### src/rtl/systolic_pkg.sv
// Shared types and constants for the systolic array sequencer.
// Optional abort support is enabled by defining SYSTOLIC_CTRL_ABORT_EN.
package systolic_pkg;

    localparam int unsigned DefN  = 4;
    localparam int unsigned DefDw = 8;
    localparam int unsigned DefKw = 8;

    typedef enum logic [2:0] {
        StIdle,
        StClear,
        StFeed,
        StDrain,
        StDone,
        StAbort
    } state_e;

    // 1 read-latency cycle + 2(N-1) skew/propagation + product, accumulate and C_out stages
    function automatic int unsigned drain_cyc(input int unsigned n);
        return 2 * n + 2;
    endfunction

endpackage

### src/rtl/systolic_ctrl_if.sv
// Command, operand-buffer and array-side signals of the systolic sequencer.
// slave: the sequencer's view; master: the host/buffer/array environment.
interface systolic_ctrl_if #(
    parameter int unsigned N  = systolic_pkg::DefN,
    parameter int unsigned DW = systolic_pkg::DefDw,
    parameter int unsigned KW = systolic_pkg::DefKw
);

    logic            start;
    logic [KW-1:0]   k_len;
    logic            busy;
    logic            done;
    logic            rd_en;
    logic [KW-1:0]   rd_addr;
    logic [N*DW-1:0] a_rd_data;
    logic [N*DW-1:0] b_rd_data;
    logic [N*DW-1:0] a_feed;
    logic [N*DW-1:0] b_feed;
    logic            pe_en;
    logic            pe_rst_n;

    modport slave (
        input  start, k_len, a_rd_data, b_rd_data,
        output busy, done, rd_en, rd_addr, a_feed, b_feed, pe_en, pe_rst_n
    );

    modport master (
        output start, k_len, a_rd_data, b_rd_data,
        input  busy, done, rd_en, rd_addr, a_feed, b_feed, pe_en, pe_rst_n
    );

endinterface

### src/rtl/skew_line.sv
// Fixed-length delay line for one operand lane; pass-through when DELAY is 0.
module skew_line #(
    parameter int unsigned DELAY = 1,
    parameter int unsigned DW    = 8
) (
    input  logic          clk,
    input  logic          rst_n,
    input  logic          clr,
    input  logic [DW-1:0] din,
    output logic [DW-1:0] dout
);

    if (DELAY == 0) begin : g_pass
        logic unused_ctrl;
        assign unused_ctrl = ^{clk, rst_n, clr};
        assign dout = din;
    end else begin : g_delay
        logic [DW-1:0] stage_q [DELAY];

        // Shift chain; reset and clear both flush every stage to zero
        always_ff @(posedge clk) begin
            if (!rst_n || clr) begin
                for (int unsigned s = 0; s < DELAY; s++) begin
                    stage_q[s] <= '0;
                end
            end else begin
                stage_q[0] <= din;
                for (int unsigned s = 1; s < DELAY; s++) begin
                    stage_q[s] <= stage_q[s-1];
                end
            end
        end

        assign dout = stage_q[DELAY-1];
    end

endmodule

### src/rtl/systolic_ctrl.sv
// Sequencer for an NxN output-stationary systolic MAC array: clears the array,
// streams k_len operand vectors with diagonal skew, drains, then pulses done.
// Define SYSTOLIC_CTRL_ABORT_EN to add the abort input and ABORT state.
module systolic_ctrl
    import systolic_pkg::*;
#(
    parameter int unsigned N  = DefN,
    parameter int unsigned DW = DefDw,
    parameter int unsigned KW = DefKw
) (
    input  logic clk,
    input  logic rst_n,
`ifdef SYSTOLIC_CTRL_ABORT_EN
    input  logic abort,
`endif
    systolic_ctrl_if.slave bus
);

    localparam int unsigned DrainCyc = drain_cyc(N);
    localparam int unsigned DcW      = $clog2(DrainCyc);

    state_e         state_q, state_d;
    logic [KW-1:0]  k_len_q, k_len_d;
    logic [KW-1:0]  k_cnt_q, k_cnt_d;
    logic [DcW-1:0] drain_cnt_q, drain_cnt_d;
    logic           init_q;
    logic           valid_q;
    logic           skew_clr;

    logic           busy;
    logic           done;
    logic           rd_en;
    logic [KW-1:0]  rd_addr;
    logic           pe_en;
    logic           pe_rst_n;
    logic [N*DW-1:0] a_feed;
    logic [N*DW-1:0] b_feed;

    // State, counters and the post-reset flag that releases the array reset
    always_ff @(posedge clk) begin
        if (!rst_n) begin
            state_q     <= StIdle;
            k_len_q     <= '0;
            k_cnt_q     <= '0;
            drain_cnt_q <= '0;
            init_q      <= 1'b0;
        end else begin
            state_q     <= state_d;
            k_len_q     <= k_len_d;
            k_cnt_q     <= k_cnt_d;
            drain_cnt_q <= drain_cnt_d;
            init_q      <= 1'b1;
        end
    end

    // Next-state logic; FEED stops at k_len-1 so the KW-bit counter never wraps
    always_comb begin
        state_d     = state_q;
        k_len_d     = k_len_q;
        k_cnt_d     = k_cnt_q;
        drain_cnt_d = drain_cnt_q;
        case (state_q)
            StIdle: begin
                if (bus.start && (bus.k_len != '0)) begin
                    k_len_d = bus.k_len;
                    state_d = StClear;
                end
            end
            StClear: begin
                k_cnt_d = '0;
                state_d = StFeed;
            end
            StFeed: begin
                if (k_cnt_q == k_len_q - 1'b1) begin
                    k_cnt_d     = '0;
                    drain_cnt_d = '0;
                    state_d     = StDrain;
                end else begin
                    k_cnt_d = k_cnt_q + 1'b1;
                end
            end
            StDrain: begin
                if (drain_cnt_q == DcW'(DrainCyc - 1)) begin
                    state_d = StDone;
                end else begin
                    drain_cnt_d = drain_cnt_q + 1'b1;
                end
            end
            StDone:  state_d = StIdle;
            StAbort: state_d = StIdle;
            default: state_d = StIdle;
        endcase
`ifdef SYSTOLIC_CTRL_ABORT_EN
        if (abort && (state_q inside {StClear, StFeed, StDrain})) begin
            state_d = StAbort;
        end
`endif
    end

    // Moore outputs decoded from the current state
    always_comb begin
        busy     = (state_q != StIdle);
        done     = (state_q == StDone);
        rd_en    = (state_q == StFeed);
        rd_addr  = rd_en ? k_cnt_q : '0;
        pe_en    = (state_q == StFeed) || (state_q == StDrain);
        pe_rst_n = init_q && !(state_q inside {StClear, StAbort});
    end

`ifdef SYSTOLIC_CTRL_ABORT_EN
    // Flush in-flight operands on the edge into ABORT so that cycle already feeds zeros
    assign skew_clr = (state_d == StAbort);
`else
    assign skew_clr = 1'b0;
`endif

    // Buffer data arrives one cycle after rd_en; this bit marks it valid
    always_ff @(posedge clk) begin
        if (!rst_n || skew_clr) begin
            valid_q <= 1'b0;
        end else begin
            valid_q <= rd_en;
        end
    end

    for (genvar i = 0; i < N; i++) begin : g_lane
        skew_line #(
            .DELAY(i),
            .DW   (DW)
        ) u_a_skew (
            .clk  (clk),
            .rst_n(rst_n),
            .clr  (skew_clr),
            .din  (bus.a_rd_data[i*DW +: DW] & {DW{valid_q}}),
            .dout (a_feed[i*DW +: DW])
        );

        skew_line #(
            .DELAY(i),
            .DW   (DW)
        ) u_b_skew (
            .clk  (clk),
            .rst_n(rst_n),
            .clr  (skew_clr),
            .din  (bus.b_rd_data[i*DW +: DW] & {DW{valid_q}}),
            .dout (b_feed[i*DW +: DW])
        );
    end

    assign bus.busy     = busy;
    assign bus.done     = done;
    assign bus.rd_en    = rd_en;
    assign bus.rd_addr  = rd_addr;
    assign bus.pe_en    = pe_en;
    assign bus.pe_rst_n = pe_rst_n;
    assign bus.a_feed   = a_feed;
    assign bus.b_feed   = b_feed;

endmodule

### src/flat_wrapper.sv
// flat-port wrapper written by rule: the top's interface ports become plain ports
module systolic_ctrl_flat import systolic_pkg::*;
#(
    parameter int unsigned N  = DefN,
    parameter int unsigned DW = DefDw,
    parameter int unsigned KW = DefKw
)
  (clk, rst_n, bus_start, bus_k_len, bus_a_rd_data, bus_b_rd_data, bus_busy, bus_done, bus_rd_en, bus_rd_addr, bus_a_feed, bus_b_feed, bus_pe_en, bus_pe_rst_n);
  systolic_ctrl_if #(.N(N), .DW(DW), .KW(KW)) bus_i ();
  input  logic clk;
  input  logic rst_n;
  input wire logic [$bits(bus_i.start)-1:0] bus_start;
  input wire logic [$bits(bus_i.k_len)-1:0] bus_k_len;
  input wire logic [$bits(bus_i.a_rd_data)-1:0] bus_a_rd_data;
  input wire logic [$bits(bus_i.b_rd_data)-1:0] bus_b_rd_data;
  output wire logic [$bits(bus_i.busy)-1:0] bus_busy;
  output wire logic [$bits(bus_i.done)-1:0] bus_done;
  output wire logic [$bits(bus_i.rd_en)-1:0] bus_rd_en;
  output wire logic [$bits(bus_i.rd_addr)-1:0] bus_rd_addr;
  output wire logic [$bits(bus_i.a_feed)-1:0] bus_a_feed;
  output wire logic [$bits(bus_i.b_feed)-1:0] bus_b_feed;
  output wire logic [$bits(bus_i.pe_en)-1:0] bus_pe_en;
  output wire logic [$bits(bus_i.pe_rst_n)-1:0] bus_pe_rst_n;
  assign bus_i.start = bus_start;
  assign bus_i.k_len = bus_k_len;
  assign bus_i.a_rd_data = bus_a_rd_data;
  assign bus_i.b_rd_data = bus_b_rd_data;
  assign bus_busy = bus_i.busy;
  assign bus_done = bus_i.done;
  assign bus_rd_en = bus_i.rd_en;
  assign bus_rd_addr = bus_i.rd_addr;
  assign bus_a_feed = bus_i.a_feed;
  assign bus_b_feed = bus_i.b_feed;
  assign bus_pe_en = bus_i.pe_en;
  assign bus_pe_rst_n = bus_i.pe_rst_n;
  systolic_ctrl #(.N(N), .DW(DW), .KW(KW)) u_core (.clk(clk), .rst_n(rst_n), .bus(bus_i));
endmodule
### config.mk
export PLATFORM = sky130hd
export DESIGN_NAME = systolic_ctrl_flat
export DESIGN_NICKNAME = d
export VERILOG_FILES = /design/src/rtl/systolic_pkg.sv /design/src/rtl/systolic_ctrl_if.sv /design/src/rtl/skew_line.sv /design/src/rtl/systolic_ctrl.sv /design/src/flat_wrapper.sv
export SDC_FILE = /design/constraint.sdc
export NUM_CORES = 1
export LEC_CHECK = 0
export CORE_ASPECT_RATIO = 0.9
export CORE_MARGIN = 4
export CORE_UTILIZATION = 39
export CTS_CLUSTER_DIAMETER = 200
export DETAILED_ROUTE_END_ITERATION = 8
export GPL_TIMING_DRIVEN = 0
export PLACE_DENSITY = 0.73
export SETUP_SLACK_MARGIN = 0.4
export SLEW_MARGIN = 20
export SYNTH_ARGS = -nofsm -noshare
export SYNTH_HDL_FRONTEND = slang
export SYNTH_HIERARCHICAL = 1
export SYNTH_SLANG_ARGS = --single-unit
### constraint.sdc
create_clock -name clk -period 2 [get_ports clk]
set_input_delay 0.5 -clock clk [delete_from_list [all_inputs] [get_ports clk]]
set_output_delay 0.5 -clock clk [all_outputs]
set_load 0.02 [all_outputs]
After elaboration in Yosys (flattened, before gate mapping) --
Memories as Yosys holds them, arrays and structs flattened. Index checks and enable logic that the tools add are counted.
Storage, ports and cells: flip-flop bits (word level) 25, bits in writable memories 96, output and inout bits 77, memories 6
Memories:
- u_core.g_lane[3].u_a_skew.g_delay.stage_q | depth 3, width 8, read ports 3, clocked after Yosys merged registers in 0, write ports 3, RTL line skew_line.sv:18 | logic [DW-1:0] stage_q [DELAY];
- u_core.g_lane[3].u_b_skew.g_delay.stage_q | depth 3, width 8, read ports 3, clocked after Yosys merged registers in 0, write ports 3, RTL line skew_line.sv:18
- u_core.g_lane[2].u_a_skew.g_delay.stage_q | depth 2, width 8, read ports 2, clocked after Yosys merged registers in 0, write ports 2, RTL line skew_line.sv:18
- u_core.g_lane[2].u_b_skew.g_delay.stage_q | depth 2, width 8, read ports 2, clocked after Yosys merged registers in 0, write ports 2, RTL line skew_line.sv:18
- u_core.g_lane[1].u_a_skew.g_delay.stage_q | depth 1, width 8, read ports 1, clocked after Yosys merged registers in 0, write ports 1, RTL line skew_line.sv:18
- u_core.g_lane[1].u_b_skew.g_delay.stage_q | depth 1, width 8, read ports 1, clocked after Yosys merged registers in 0, write ports 1, RTL line skew_line.sv:18
Cells by class: add/sub/neg operators 3, equal/unequal tests 11, muxes and demuxes 26, bitwise logic cells 18, reduce and logical (&&, ||, !) cells 15
Operators with widths (number):
- 8-bit two-way mux | 14
- 8-bit AND | 8
- 8-bit one-hot mux with 2 select lines | 1
- 8-bit OR reduction | 2
- 3-bit one-hot mux with 4 select lines | 1
- 1-bit bitwise OR | 10
- 3-bit two-way mux | 3
- 8-bit by 1-bit adder with 8-bit output (second input constant) | 1
- 8-bit equality test | 1
- 4-bit two-way mux | 2
- 4-bit one-hot mux with 2 select lines | 1
- 8-bit nonzero test | 1
- 8-bit by 1-bit subtractor with 8-bit output (second input constant) | 1
- 3-bit by 2-bit equality test with 1-bit output (second input constant) | 2
- 3-bit equality test (second input constant) | 2
- 2-bit by 1-bit != test with 1-bit output (second input constant) | 3
- 3-bit AND reduction | 2
- 2-bit nonzero test | 3
- 4-bit by 1-bit adder with 4-bit output (second input constant) | 1
- 4-bit equality test (second input constant) | 1
- 1-bit two-way mux | 4
- 3-bit by 1-bit equality test with 1-bit output (second input constant) | 1
- 3-bit logical NOT | 1
- 3-bit nonzero test | 1
- other kinds (5) | 6

Logic depth before layout (Yosys ltp) --
Gate-level depths: netlist (run 1).
depth after elaboration 4, gate-level depth with buffers 9

By module --
The synthesis (run 1) kept the hierarchy.
By module, submodules not included:
- systolic_ctrl | instances 1, cells an instance 250, area each 1921.8 um2
- skew_line at u_core.g_lane[3].u_a_skew ... | instances 2, cells an instance 60, area each 788.3 um2
- skew_line at u_core.g_lane[2].u_a_skew ... | instances 2, cells an instance 42, area each 550.5 um2
- skew_line at u_core.g_lane[1].u_a_skew ... | instances 2, cells an instance 16, area each 230.2 um2
- skew_line at u_core.g_lane[0].u_a_skew ... | instances 2, cells an instance 8, area each 60.1 um2

Worst setup path before layout (run 1) --
No wires, ideal clock.
path type register to output, start point reg u_core.state_q[1], end point out bus_rd_addr[0], arrival time 1.687 ns, data required time 1.500 ns, slack -0.187 ns, stages on the path, launching flop included 7, buffers on the path 2, cells stage by stage dfxtp_1 -> clkbuf_1 -> nand2b_1 -> or2_1 -> inv_1 -> clkbuf_1 -> and2_1
Between the ends: word-level cells in the longest chain between the ends 2
Ends and longest elaborated chain:
- start: declaration | RTL line systolic_ctrl.sv:22 | state_e state_q, state_d;
- start signal: assignment | RTL line systolic_ctrl.sv:42 | state_q <= StIdle;
- start signal: assignment | RTL line systolic_ctrl.sv:48 | state_q <= state_d;
- 3-bit by 2-bit equality test with 1-bit output | RTL line systolic_ctrl.sv:104 | rd_en = (state_q == StFeed);
- named net bus_rd_en | RTL line flat_wrapper.sv:18 | output wire logic [$bits(bus_i.rd_en)-1:0] bus_rd_en;
- 8-bit two-way mux | RTL line systolic_ctrl.sv:105 | rd_addr = rd_en ? k_cnt_q : '0;
- end: declaration | RTL line flat_wrapper.sv:19 | output wire logic [$bits(bus_i.rd_addr)-1:0] bus_rd_addr;
The timed path passes the listed nets, and every way through them passes these cells.

Worst setup path in the final report (run 1) --
start point reg u_core.k_len_q[3], end point reg u_core.k_cnt_q[4]
Between the ends: word-level cells in the longest chain between the ends 4
Ends and longest elaborated chain:
- start: declaration | RTL line systolic_ctrl.sv:23 | logic [KW-1:0] k_len_q, k_len_d;
- start signal: assignment | RTL line systolic_ctrl.sv:49 | k_len_q <= k_len_d;
- 8-bit by 1-bit subtractor with 8-bit output | RTL line systolic_ctrl.sv:74 | if (k_cnt_q == k_len_q - 1'b1) begin
- 8-bit equality test | RTL line systolic_ctrl.sv:74
- 8-bit two-way mux | RTL line systolic_ctrl.sv:74
- 8-bit one-hot mux with 2 select lines | RTL line systolic_ctrl.sv:62 | case (state_q)
- end signal: assignment | RTL line systolic_ctrl.sv:50 | k_cnt_q <= k_cnt_d;
- end: declaration | RTL line systolic_ctrl.sv:24 | logic [KW-1:0] k_cnt_q, k_cnt_d;
No other way between the ends. A chain may end at the register's enable or synchronous reset.

==> reports/results.ini, run 1 <==
[run_status]
status=finished with violations
violations=setup timing

[setup_path]
cp.arrival_ns=2.45
critPathLaunchType=register
critPathMaxFanout=4
cp-end-kind=register
cp_data_required_time_ns=2.30
critical_path_class=reg -> reg
rr_worst_depth=7

[floorplanning]
dieArea_sq_mm=0.01519
num_rows=39
start_util_pct=40.36
core_area_sq_mm=0.01283
die_y_microns=117.3
die_w_microns=129.5
io_pins=152

[synthesis]
synthDominantCellAreaShare_pct=46.76
synth_xor_area_share_pct=1.691
ys.flop_type=dfxtp_1
ys_seq_elements=121
ys_seq_area_share_pct=46.76
synth.area.mux_share_pct=1.546
synth-edff-count=0
synth_fa_ha_area_share_pct=0.9662
synth_top_area_cell=dfxtp_1
synthSimpleGateAreaFrac_pct=32.95
synth-async-reset-ratio_pct=0
syn_inst=502
synth_top_family_by_area=simple AND/OR/NAND/NOR gates
yosysUniqueCellTypes=48
avgSynthCellArea_sq_um=10.32
synth_area_sq_mm=0.005180
synth_warnings=6
synthTopCellsByArea=dfxtp_1, and3b_1, and2_1, buf_4, and3b_2
synth_compound_area_share_pct=5.097

[global_route]
grt_usage_pct=16.75
grt-ovfl-total=0
grt_pass1_wl_microns=20210
grt_pass1_vias=4238
grt_max_degree=45
antenna_found_initial=0

[layout]
nFillCells=1037
diodes=0
area_delta_synth_final_pct=60.24
nNetsFinal=824
stdcell_area_sq_mm=0.008300
final_cell_mix=dfxtp_1, and3b_1, clkdlybuf4s50_1, buf_6, buf_4
final_common_cell=dfxtp_1
drive_gt1_share_pct=37.20

[sta]
hold_ws_ns=0.4676
fin_skew_ns=0.006418
setup_viol=20
hold_violations=0
rsz0062_at_grt=true
fin_crit_sh_pct=107.6
fin_ws_ns=-0.1519
maxSlewViolCount=0
fmax_ghz=0.4647
period_needed_ns=2.152

[routing]
wl_microns=12700
ant_nets=0
drc=0
vias=4127
vias_per_cell=4.476
drt-pass1-iter-count=4
drt_iter0_drc=160
wl_per_cell_microns=13.77

[placement]
place.port_buffers=151
gp_congestion=0.8267
placed_cell_area_sq_mm=0.007112
place_ws_ns=-0.5183
dp_hpwl_microns=8499

[clocking]
root_buffer=clkbuf_16
cts_tree=yes
htree_levels=4
cts.sinks=121
numCtsBuffers=17
insertion_delay_ns=0.41
postCtsHoldBufs=0
clk_path_buf_depth=2
clk_pin_slew_ns=0.06

[hold_path]
min_path_type=reg -> reg
holdPathStages=1

[power_and_ir_drop]
ir_drop_mv=0.5914
p_leak_uw=0.004099
powerDensity_mw_per_mm2=792.3

[run]
maxCapViolations=0

==> kinds of logic (layout without fill, tap and decap cells) <==
logic type                 Yosys count  count (layout)
AOI/OAI and AO/OA                   39              39
xor gates and xnor gates            10              10
adders and majority gates            4               4
buffers and inverters               83             298
DFF                                121             121
muxes                                8               8
other                                1              42
and+or+nand+nor                    236             236
==> timing repair <==
item / in CTS / in global routing
pin swaps: 18 / 13
cloned: 3 / 0
resized for setup: 378 / 61
buffers inserted: 25 / 4
endpoints found under the setup margin: 99 / 70
==> state kept, by name (all words and copies together) (netlist names) <==
register / flops
u_core/init_q: 1
u_core/g_lane.u_b_skew/g_delay.stage_q: 48
u_core/k_len_q: 8
u_core/g_lane.u_a_skew/g_delay.stage_q: 48
u_core/drain_cnt_q: 4
u_core/k_cnt_q: 8
u_core/state_q: 3
u_core/valid_q: 1
==> stage by stage <==
stage / total power (uW) / TNS [ns] / util [%] / std cells
6_report: 6576 / -1.410 / 64.68 / 922
5_1_grt: 6831 / -2.601 / 64.68 / 922
4_1_cts: 6580 / -1.907 / 64.12 / 918
3_5_place_dp: 3117 / -14.33 / 55.42 / 858
3_3_place_gp: 3099 / -81.23 / 55.45 / 858
2_1_floorplan: 2858 / -0.04531 / - / 543
==> power by group <==
| part | switching [uW] | leakage (uW) | internal (uW) |
|---|---|---|---|
| Sequential | 37.1 | 0.000982 | 2450 |
| Combinational | 311 | 0.00280 | 438 |
| Clock | 1060 | 0.000314 | 2280 |
==> worst max-delay path, stage by stage (launching register included) <==
cell and delay, ns:
dfxtp_4 0.36, or4_4 0.53, or3_4 0.37, a21oi_1 0.16
or2b_4 0.20, a21oi_4 0.09, a21o_1 0.17, a22o_1 0.17
==> final timing paths <==
kind / startpoint / end / slack (ns)
setup / recovery: u_core/k_len_q[3]$_SDFFE_PN0P_ / u_core/k_cnt_q[4]$_SDFFE_PN0N_ / -0.15
hold / removal: u_core/g_lane[2].u_a_skew/g_delay.stage_q[0][1]$_SDFF_PP0_ / u_core/g_lane[2].u_a_skew/g_delay.stage_q[0][9]$_SDFF_PP0_ / 0.47
setup reg to reg: u_core/k_len_q[3]$_SDFFE_PN0P_ / u_core/k_cnt_q[4]$_SDFFE_PN0N_ / -0.15
hold reg to reg: u_core/g_lane[2].u_a_skew/g_delay.stage_q[0][1]$_SDFF_PP0_ / u_core/g_lane[2].u_a_skew/g_delay.stage_q[0][9]$_SDFF_PP0_ / 0.47
==> cell type report <==
cell class                      instances  area, sq um  share of cell area, %
Buffer                                 74        659.4                  7.944
Clock buffer                           21        460.4                  5.547
Clock inverter                         11        192.7                  2.321
Inverter                                9        41.29                 0.4974
Multi-Input combinational cell        339         2570                  30.96
Sequential cell                       121         2440                  29.39
Tap cell                              164        205.2                  2.472
Timing Repair Buffer                  183         1732                  20.86
==> metal layers <==
metal,up-vias,part of all wire [%],global-route usage [%]
met1,1901,40,18.64
li1,2090,-,-
met4,0,2.5,7.273
met5,-,0,0
met3,25,5.1,4.818
met2,111,53,29.37
==> Yosys cell counts, types with 9 or more instances <==
cell,instances
clkbuf_1,12
o21ai_0,12
and3b_2,20
inv_1,9
and2_1,75
buf_6,9
nand2_1,9
nor2b_1,10
and3b_1,77
nor2_1,9
buf_4,48
dfxtp_1,121
No activity file was read; power rests on OpenSTA's default activity.
==> inputs of run 2 (changes only) <==
--- a/config.mk
+++ b/config.mk
@@ -5,10 +5,12 @@
 export SDC_FILE = /design/constraint.sdc
 export NUM_CORES = 1
 export LEC_CHECK = 0
+export ABC_AREA = 0
 export CORE_ASPECT_RATIO = 0.9
 export CORE_MARGIN = 4
 export CORE_UTILIZATION = 39
 export CTS_CLUSTER_DIAMETER = 200
+export CTS_CLUSTER_SIZE = 8
 export DETAILED_ROUTE_END_ITERATION = 8
 export GPL_TIMING_DRIVEN = 0
 export PLACE_DENSITY = 0.73
==> results of run 2 <==
Same layout as run 1: the final DEF is identical, and so are final timing and power.
